File: src/rtl/servo_ramp_ctrl_if.sv
// Avalon-MM slave port plus servo conduit for servo_ramp_ctrl.
// Handshake: a write is accepted on every clock where avs_write=1 (no wait states);
// avs_read=1 returns data on avs_readdata one clock later, held until the next read.
interface servo_ramp_ctrl_if;
    logic [1:0]  avs_address;
    logic        avs_write;
    logic [31:0] avs_writedata;
    logic        avs_read;
    logic [31:0] avs_readdata;
    logic        pwm_out;
    logic        busy;
    logic        frame_tick;

    modport master (
        output avs_address, avs_write, avs_writedata, avs_read,
        input  avs_readdata, pwm_out, busy, frame_tick
    );

    modport slave (
        input  avs_address, avs_write, avs_writedata, avs_read,
        output avs_readdata, pwm_out, busy, frame_tick
    );
endinterface

File: src/rtl/servo_ramp_ctrl.sv
// Fixed-period servo PWM whose pulse width slews toward a target by a
// programmable step, changing only at frame boundaries.
module servo_ramp_ctrl #(
    parameter int unsigned FRAME_CLKS = 2000000,
    parameter int unsigned PULSE_MIN  = 50000,
    parameter int unsigned PULSE_MAX  = 250000,
    parameter int unsigned PULSE_INIT = 150000,
    parameter int unsigned STEP_INIT  = 1000
) (
    input  logic             clock_clk,
    input  logic             reset_reset,
    servo_ramp_ctrl_if.slave bus
);
    localparam int CW = (FRAME_CLKS > 1) ? $clog2(FRAME_CLKS) : 1;
    localparam logic [CW-1:0] CNT_LAST = CW'(FRAME_CLKS - 1);

    logic          r_enable;
    logic [CW-1:0] r_cnt;
    logic [31:0]   r_cur;
    logic [31:0]   r_tgt;
    logic [31:0]   r_step;
    logic          r_pwm;
    logic          r_tick;
    logic [31:0]   r_rdata;

    logic          w_wr_ctrl;
    logic          w_en_next;
    logic          w_boundary;
    logic          w_busy;
    logic [31:0]   w_tgt_clamped;
    logic [32:0]   w_up_diff;
    logic [32:0]   w_dn_diff;
    logic [31:0]   w_ramp;

    assign w_wr_ctrl  = bus.avs_write && (bus.avs_address == 2'd0);
    // A disabling write kills the pulse on the very next cycle, not one later.
    assign w_en_next  = w_wr_ctrl ? bus.avs_writedata[0] : r_enable;
    assign w_boundary = r_enable && (r_cnt == CNT_LAST);
    assign w_busy     = (r_cur != r_tgt);

    always_comb begin
        w_tgt_clamped = bus.avs_writedata;
        if (bus.avs_writedata < PULSE_MIN)
            w_tgt_clamped = PULSE_MIN;
        else if (bus.avs_writedata > PULSE_MAX)
            w_tgt_clamped = PULSE_MAX;
    end

    // Differences are taken 33 bits wide so a huge step can never wrap past the target.
    always_comb begin
        w_up_diff = {1'b0, r_tgt} - {1'b0, r_cur};
        w_dn_diff = {1'b0, r_cur} - {1'b0, r_tgt};
        w_ramp    = r_cur;
        if (r_step == 32'd0)
            w_ramp = r_tgt;
        else if (r_cur < r_tgt)
            w_ramp = (w_up_diff <= {1'b0, r_step}) ? r_tgt : r_cur + r_step;
        else if (r_cur > r_tgt)
            w_ramp = (w_dn_diff <= {1'b0, r_step}) ? r_tgt : r_cur - r_step;
    end

    always_ff @(posedge clock_clk) begin
        if (reset_reset) begin
            r_enable <= 1'b0;
            r_cnt    <= '0;
            r_cur    <= PULSE_INIT;
            r_tgt    <= PULSE_INIT;
            r_step   <= STEP_INIT;
            r_pwm    <= 1'b0;
            r_tick   <= 1'b0;
        end else begin
            r_enable <= w_en_next;
            if (!w_en_next)
                r_cnt <= '0;
            else if (r_enable)
                r_cnt <= (r_cnt == CNT_LAST) ? '0 : r_cnt + CW'(1);
            if (w_boundary)
                r_cur <= w_ramp;
            if (bus.avs_write && bus.avs_address == 2'd1)
                r_tgt <= w_tgt_clamped;
            if (bus.avs_write && bus.avs_address == 2'd2)
                r_step <= bus.avs_writedata;
            r_pwm  <= w_en_next && r_enable && (32'(r_cnt) < r_cur);
            r_tick <= w_en_next && w_boundary;
        end
    end

    always_ff @(posedge clock_clk) begin
        if (reset_reset) begin
            r_rdata <= '0;
        end else if (bus.avs_read) begin
            case (bus.avs_address)
                2'd0:    r_rdata <= {30'd0, w_busy, r_enable};
                2'd1:    r_rdata <= r_tgt;
                2'd2:    r_rdata <= r_step;
                default: r_rdata <= r_cur;
            endcase
        end
    end

    assign bus.avs_readdata = r_rdata;
    assign bus.pwm_out      = r_pwm;
    assign bus.busy         = w_busy;
    assign bus.frame_tick   = r_tick;
endmodule
File: src/flat_wrapper.sv
// flat-port wrapper written by rule: the top's interface ports become plain ports
module servo_ramp_ctrl_flat 
#(
    parameter int unsigned FRAME_CLKS = 2000000,
    parameter int unsigned PULSE_MIN  = 50000,
    parameter int unsigned PULSE_MAX  = 250000,
    parameter int unsigned PULSE_INIT = 150000,
    parameter int unsigned STEP_INIT  = 1000
)
  (clock_clk, reset_reset, bus_avs_address, bus_avs_write, bus_avs_writedata, bus_avs_read, bus_avs_readdata, bus_pwm_out, bus_busy, bus_frame_tick);
  servo_ramp_ctrl_if bus_i ();
  input  logic clock_clk;
  input  logic reset_reset;
  input wire logic [$bits(bus_i.avs_address)-1:0] bus_avs_address;
  input wire logic [$bits(bus_i.avs_write)-1:0] bus_avs_write;
  input wire logic [$bits(bus_i.avs_writedata)-1:0] bus_avs_writedata;
  input wire logic [$bits(bus_i.avs_read)-1:0] bus_avs_read;
  output wire logic [$bits(bus_i.avs_readdata)-1:0] bus_avs_readdata;
  output wire logic [$bits(bus_i.pwm_out)-1:0] bus_pwm_out;
  output wire logic [$bits(bus_i.busy)-1:0] bus_busy;
  output wire logic [$bits(bus_i.frame_tick)-1:0] bus_frame_tick;
  assign bus_i.avs_address = bus_avs_address;
  assign bus_i.avs_write = bus_avs_write;
  assign bus_i.avs_writedata = bus_avs_writedata;
  assign bus_i.avs_read = bus_avs_read;
  assign bus_avs_readdata = bus_i.avs_readdata;
  assign bus_pwm_out = bus_i.pwm_out;
  assign bus_busy = bus_i.busy;
  assign bus_frame_tick = bus_i.frame_tick;
  servo_ramp_ctrl #(.FRAME_CLKS(FRAME_CLKS), .PULSE_MIN(PULSE_MIN), .PULSE_MAX(PULSE_MAX), .PULSE_INIT(PULSE_INIT), .STEP_INIT(STEP_INIT)) u_core (.clock_clk(clock_clk), .reset_reset(reset_reset), .bus(bus_i));
endmodule
File: config.mk
export PLATFORM = sky130hd
export DESIGN_NAME = servo_ramp_ctrl_flat
export DESIGN_NICKNAME = d
export VERILOG_FILES = /design/src/rtl/servo_ramp_ctrl_if.sv /design/src/rtl/servo_ramp_ctrl.sv /design/src/flat_wrapper.sv
export SDC_FILE = /design/constraint.sdc
export NUM_CORES = 1
export LEC_CHECK = 0
export ABC_AREA = 1
export BUFFER_PORTS_ARGS = -buffer_cell sky130_fd_sc_hd__buf_2
export CORE_ASPECT_RATIO = 1.4
export CORE_MARGIN = 5
export CORE_UTILIZATION = 55
export CTS_CLUSTER_DIAMETER = 80
export CTS_CLUSTER_SIZE = 16
export DETAILED_ROUTE_END_ITERATION = 8
export PLACE_DENSITY = 0.72
export SLEW_MARGIN = 20
export SYNTH_ARGS = -nofsm -noshare
export SYNTH_HDL_FRONTEND = slang
export SYNTH_SLANG_ARGS = --single-unit
File: constraint.sdc
create_clock -name clock_clk -period 8.45 [get_ports clock_clk]
set_input_delay 1.69 -clock clock_clk [delete_from_list [all_inputs] [get_ports clock_clk]]
set_output_delay 1.69 -clock clock_clk [all_outputs]
set_load 0.1 [all_outputs]
==> impl_metrics.env, run 1 <==
export IMPL_status="finished, final reports clean"
export IMPL_cts_sinks=152
export IMPL_rsz0062_at_grt="false"
export IMPL_avgSynthCellArea_um2=6.423
export IMPL_htreeDepth=4
export IMPL_track_usage=0.4038
export IMPL_final_common_cell="nand2_1"
export IMPL_hold_buffers=0
export IMPL_grt_pass1_wl_um=106200
export IMPL_finClkSkew_ns=0.01472
export IMPL_worst_pin_slew_ns=0.9605
export IMPL_end_kind="flop"
export IMPL_postCtsSetupBuffers=0
export IMPL_whs_ns=0.4847
export IMPL_worst_setup_path_start_kind="flop"
export IMPL_grt_overflow=0
export IMPL_worstPathArrival_ns=6.34
export IMPL_final_util=0.5848
export IMPL_synth_area_leaders="dfxtp_1 (18%), ha_1 (16%), nand2_1 (12%)"
export IMPL_netlist_instances=2634
export IMPL_io_buffers=72
export IMPL_post_cts_resized=0
export IMPL_start_util=0.5525
export IMPL_synthFlopType="dfxtp_1"
export IMPL_fin_crit_sh=0.7094
export IMPL_crit_type="reg -> reg"
export IMPL_layout_nets=2873
export IMPL_peakVddDrop_uv=122.3
export IMPL_syn2layout_area_growth_pct=5.828
export IMPL_grt_pass1_vias=18700
export IMPL_cap_violations=0
export IMPL_antenna_found_initial=0
export IMPL_ys_ff_latch=152
export IMPL_ioPinCount=73
export IMPL_synth_edf_count=0
export IMPL_ys_seq_area_frac=0.1799
export IMPL_grt_max_degree=65
export IMPL_drc=0
export IMPL_cts_root_buffer="clkbuf_16"
export IMPL_drive_gt1_frac=0.07555
export IMPL_cp_max_fo=32
export IMPL_yosysWarnings=0
export IMPL_slew_headroom=0.3529
export IMPL_drt_pass1_iterations=7
export IMPL_synthesis_nets=2886
export IMPL_synth_top_area_frac=0.1799
export IMPL_fillers=3131
export IMPL_async_flop_share=0
export IMPL_drt_wl_total_um=71350
export IMPL_placed_area_um2=17290
export IMPL_final_antenna_net_count=0
export IMPL_stdcell_area_um2=17900
export IMPL_dpl_hpwl_um=56710
export IMPL_syn_cell_area_um2=16920
export IMPL_wire_per_inst_um=23.59
export IMPL_fin_tns_setup_ns=0
export IMPL_via_per_inst=6.421
export IMPL_final_hold_violation_count=0
export IMPL_slew_violations=0
export IMPL_leakagePower_uw=0.008449
export IMPL_setup_viol=0
export IMPL_die_y_um=217.5
export IMPL_final_cell_mix="nand2_1 (563), inv_1 (298), a21oi_1 (297)"
export IMPL_cts_buffer_depth=2
export IMPL_finalPower_uw=2609
export IMPL_cts_tree="yes"
export IMPL_core_area_um2=30620
export IMPL_numCtsBuffers=17
export IMPL_die_x_um=158.2
export IMPL_die_area_um2=34420
export IMPL_drtIter0Drc=2555
export IMPL_routabilityCongestion=1.050
export IMPL_power_density_nw_per_um2=145.7
export IMPL_critical_path_required_ns=8.79
export IMPL_synth_top_cell_by_area="dfxtp_1"
export IMPL_clock_latency_ns=0.46
export IMPL_hold_path_class="reg -> reg"
export IMPL_period_minus_slack_ns=5.994
export IMPL_clkTransAtPathRegs_ns=0.07
export IMPL_dr_total_vias=19420
export IMPL_synth_distinct_cells=56
export IMPL_num_rows=76
export IMPL_max_freq_ghz=0.1668
flip-flops by register name (all words and copies together) (netlist names):
name and flops:
u_core.bus.avs_readdata 32, u_core.r_cur 32, u_core.r_cnt 21, u_core.bus.frame_tick 1, u_core.r_step 32, u_core.r_tgt 32
u_core.r_enable 1, u_core.bus.pwm_out 1
through the flow:
stage | cells | setup WS [ns]
4_1_cts | 3023 | 2.713
2_1_floorplan | 2634 | 4.510
6_report | 3025 | 2.456
5_1_grt | 3024 | 2.290
3_5_place_dp | 2991 | 2.736
3_3_place_gp | 2991 | 2.742
Yosys cell counts (all sizes together), types with 6 or more instances:
master	count
nand4	31
inv	312
a21o	13
o21bai	18
a21oi	302
nor3	46
o211ai	37
clkbuf	74
a31oi	12
nand3	174
xnor2	17
buf	44
o21ai	190
nand2	585
nor3b	6
a41oi	30
ha	210
nor2	207
o21a	10
xor2	95
dfxtp	152
a211oi	6
nor4	26
final timing paths:
kind | startpoint | end | slack [ns] | cells after the start
max | u_core.r_tgt[8] | u_core.r_cur[25] | 2.46 | 23
max reg2reg | u_core.r_tgt[8] | u_core.r_cur[25] | 2.46 | 23
min reg2reg | u_core.bus.avs_readdata[1] | u_core.bus.avs_readdata[1] | 0.48 | 2
min | u_core.bus.avs_readdata[1] | u_core.bus.avs_readdata[1] | 0.48 | 2
report_power, final:
| group | leakage, µW | switching (µW) | total [µW] | internal [µW] |
|---|---|---|---|---|
| logic | 0.00692 | 727 | 1040 | 311 |
| registers | 0.00124 | 25.3 | 762 | 737 |
| clock network | 0.000297 | 381 | 809 | 428 |
cell type report:
cell class	instances	area, µm²	area share
multi-input cells	2049	12120	0.6768
flip-flops and latches	152	3043	0.1700
inverters	315	1182	0.06604
well taps	390	488.0	0.02725
repair buffers	86	478.0	0.02669
clock buffers	18	439.2	0.02453
clock inverters	14	153.9	0.008595
diodes	1	2.502	0.0001398
critical path, cell delays in order, from the launching register on:
cell and delay (ns):
dfxtp_1 0.44, inv_1 0.20, ha_1 0.45, a21oi_1 0.35, inv_1 0.08, nor2_1 0.34
o21ai_1 0.18, a21oi_1 0.31, o21ai_1 0.21, a21boi_0 0.41, o21ai_1 0.12, xor2_1 0.14
inv_1 0.06, ha_1 0.41, nand2_1 0.07, nor4_1 0.63, nand4_2 0.17, buf_4 0.28
nand2_4 0.42, inv_2 0.19, nand2_1 0.14, nand3_1 0.08, nand3_1 0.10, a21oi_1 0.06
metal layers:
metal | share of wire | GRT usage
met5 | 0 | 0
met4 | 0.076 | 0.2418
met3 | 0.099 | 0.07882
met2 | 0.46 | 0.6553
met1 | 0.37 | 0.4893
logic make-up after synthesis:
kind of cell / count (synthesis) / synth area share
simple gates: 1083 / 0.2801
compound gates: 640 / 0.2175
buf+inv: 433 / 0.1045
fa+ha+maj: 214 / 0.1600
flops: 152 / 0.1799
xor+xnor: 112 / 0.05798
Power figures use the tool's default switching activity.
==> run 2: changes to the inputs <==
- clock period: 8.45 -> 5.9 ns (I/O delays scaled with it)
==> run 2 against run 1 <==
  * Core utilization rose by 0.39 points
  * Wire length grew 0.60%
  * Clock power rose by 42%
  * Non-clock buffer count rose by 17
  * Critical path depth is 2 higher
  * Clock-buffer cell count up 1
  * Sequential share of layout area fell by 0.11 points
  * First-iteration DRC count down 8.0%
  * Die area unchanged
  * Highest routed layer is now met5
==> impl_metrics.env, run 2 (same netlist as run 1, synthesis figures left out) <==
export IMPL_period_minus_slack_ns=5.523
export IMPL_crit_type="reg -> reg"
export IMPL_grt_pass1_wl_um=106500
export IMPL_peakVddDrop_uv=215.7
export IMPL_worst_pin_slew_ns=0.8472
export IMPL_layout_nets=2890
export IMPL_hold_buffers=0
export IMPL_fin_crit_sh=0.9361
export IMPL_cts_root_buffer="clkbuf_16"
export IMPL_ioPinCount=73
export IMPL_worstPathArrival_ns=5.88
export IMPL_cp_endpoint="u_core.r_cur[11]"
export IMPL_drt_pass1_iterations=9
export IMPL_critical_path_required_ns=6.26
export IMPL_power_density_nw_per_um2=209.0
export IMPL_syn2layout_area_growth_pct=6.530
export IMPL_critPathLaunch="u_core.r_tgt[0]"
export IMPL_r2r_start="u_core.r_tgt[0]"
export IMPL_max_freq_ghz=0.1811
export IMPL_rsz0062_at_grt="false"
export IMPL_clock_latency_ns=0.46
export IMPL_grt_max_degree=65
export IMPL_die_y_um=217.5
export IMPL_drtIter0Drc=2350
export IMPL_dpl_hpwl_um=57510
export IMPL_final_util=0.5886
export IMPL_cts_tree="yes"
export IMPL_numCtsBuffers=17
export IMPL_io_buffers=72
export IMPL_cts_buffer_depth=2
export IMPL_antenna_found_initial=1
export IMPL_postCtsSetupBuffers=0
export IMPL_end_kind="flop"
export IMPL_worst_setup_path_start_kind="flop"
export IMPL_cap_violations=0
export IMPL_final_hold_violation_count=0
export IMPL_final_antenna_net_count=0
export IMPL_slew_violations=0
export IMPL_dp_slack_ns=0.5029
export IMPL_die_area_um2=34420
export IMPL_drt_wl_total_um=71780
export IMPL_via_per_inst=6.345
export IMPL_post_cts_resized=0
export IMPL_core_area_um2=30620
export IMPL_clkTransAtPathRegs_ns=0.07
export IMPL_fin_tns_setup_ns=0
export IMPL_final_common_cell="nand2_1"
export IMPL_track_usage=0.4057
export IMPL_final_cell_mix="nand2_1 (563), inv_1 (299), a21oi_1 (297)"
export IMPL_layout_setup_ws_ns=0.3768
export IMPL_dr_total_vias=19290
export IMPL_slew_headroom=0.4331
export IMPL_start_util=0.5525
export IMPL_htreeDepth=4
export IMPL_setup_viol=0
export IMPL_reg2reg_slack_ns=0.38
export IMPL_grt_overflow=0
export IMPL_routabilityCongestion=1.023
export IMPL_cp_max_fo=32
export IMPL_rr_worst_depth=25
export IMPL_hold_path_class="reg -> reg"
export IMPL_finClkSkew_ns=0.01999
export IMPL_status="finished, final reports clean"
export IMPL_r2r_end="u_core.r_cur[11]"
export IMPL_cts_sinks=152
export IMPL_grt_pass1_vias=18400
export IMPL_drive_gt1_frac=0.08148
export IMPL_num_rows=76
export IMPL_leakagePower_uw=0.008531
export IMPL_drc=0
export IMPL_die_x_um=158.2
export IMPL_antenna_cells=0
export IMPL_wire_per_inst_um=23.60
-- run 2: area by class of cell --
type                       instances  area [µm²]
clock buffer                      19       452.9
clock inverter                    13       130.1
fill                            3062       12600
inverter                         315        1182
multi-input combinational       2049       12120
sequential                       152        3044
tap                              390       488.0
timing repair buffer             103       608.1
-- run 2: worst min-delay path by stage --
stage / start / to / depth (start not counted)
after floorplan: u_core.r_cnt[6] / u_core.r_cnt[6] / 1
after global placement: u_core.bus.avs_readdata[1] / u_core.bus.avs_readdata[1] / 2
after detailed placement: u_core.bus.avs_readdata[1] / u_core.bus.avs_readdata[1] / 2
after CTS: u_core.bus.avs_readdata[1] / u_core.bus.avs_readdata[1] / 2
after global routing: u_core.bus.avs_readdata[1] / u_core.bus.avs_readdata[1] / 2
final: u_core.bus.avs_readdata[1] / u_core.bus.avs_readdata[1] / 2
-- run 2: stage by stage --
step | area, µm² | power (µW) | std cells | hold WS [ns]
5_1_grt | 18020 | 3917 | 3041 | 0.5336
2_1_floorplan | 16920 | 2162 | 2634 | 0.4702
3_3_place_gp | 17440 | 2563 | 3009 | 0.4601
4_1_cts | 18020 | 3715 | 3041 | 0.5004
3_5_place_dp | 17440 | 2584 | 3009 | 0.4802
6_report | 18020 | 3768 | 3041 | 0.4964
-- run 2: metal layers --
layer	global-route usage	vias to the layer above	wire length (µm)
li1	-	8865	-
met1	0.4900	8927	26490
met5	0	-	13
met3	0.08596	293	7332
met4	0.2304	2	5113
met2	0.6618	1207	32840
-- run 2: worst max-delay path, stage by stage (launching register included) --
cell and delay (ns):
dfxtp_1 0.36, inv_1 0.25, ha_1 0.24, inv_1 0.09
fa_1 0.44, nand3_1 0.09, nand3_1 0.13, nand2_1 0.11
nand2_2 0.08, a21oi_1 0.39, inv_1 0.09, a2111oi_0 0.71
xor2_1 0.17, ha_1 0.34, nand2_1 0.09, nor2_1 0.16
nand2_1 0.10, nor4b_1 0.30, nand2_1 0.29, nand2_4 0.33
buf_12 0.25, nand2_1 0.07, o211ai_1 0.09, nand3_1 0.10
nand2_1 0.09, nand2_1 0.04
-- run 2: power breakdown --
part           internal, µW  switching (µW)
Sequential             1060            35.1
Clock                   616             535
Combinational           468            1060
Total                  2140            1630
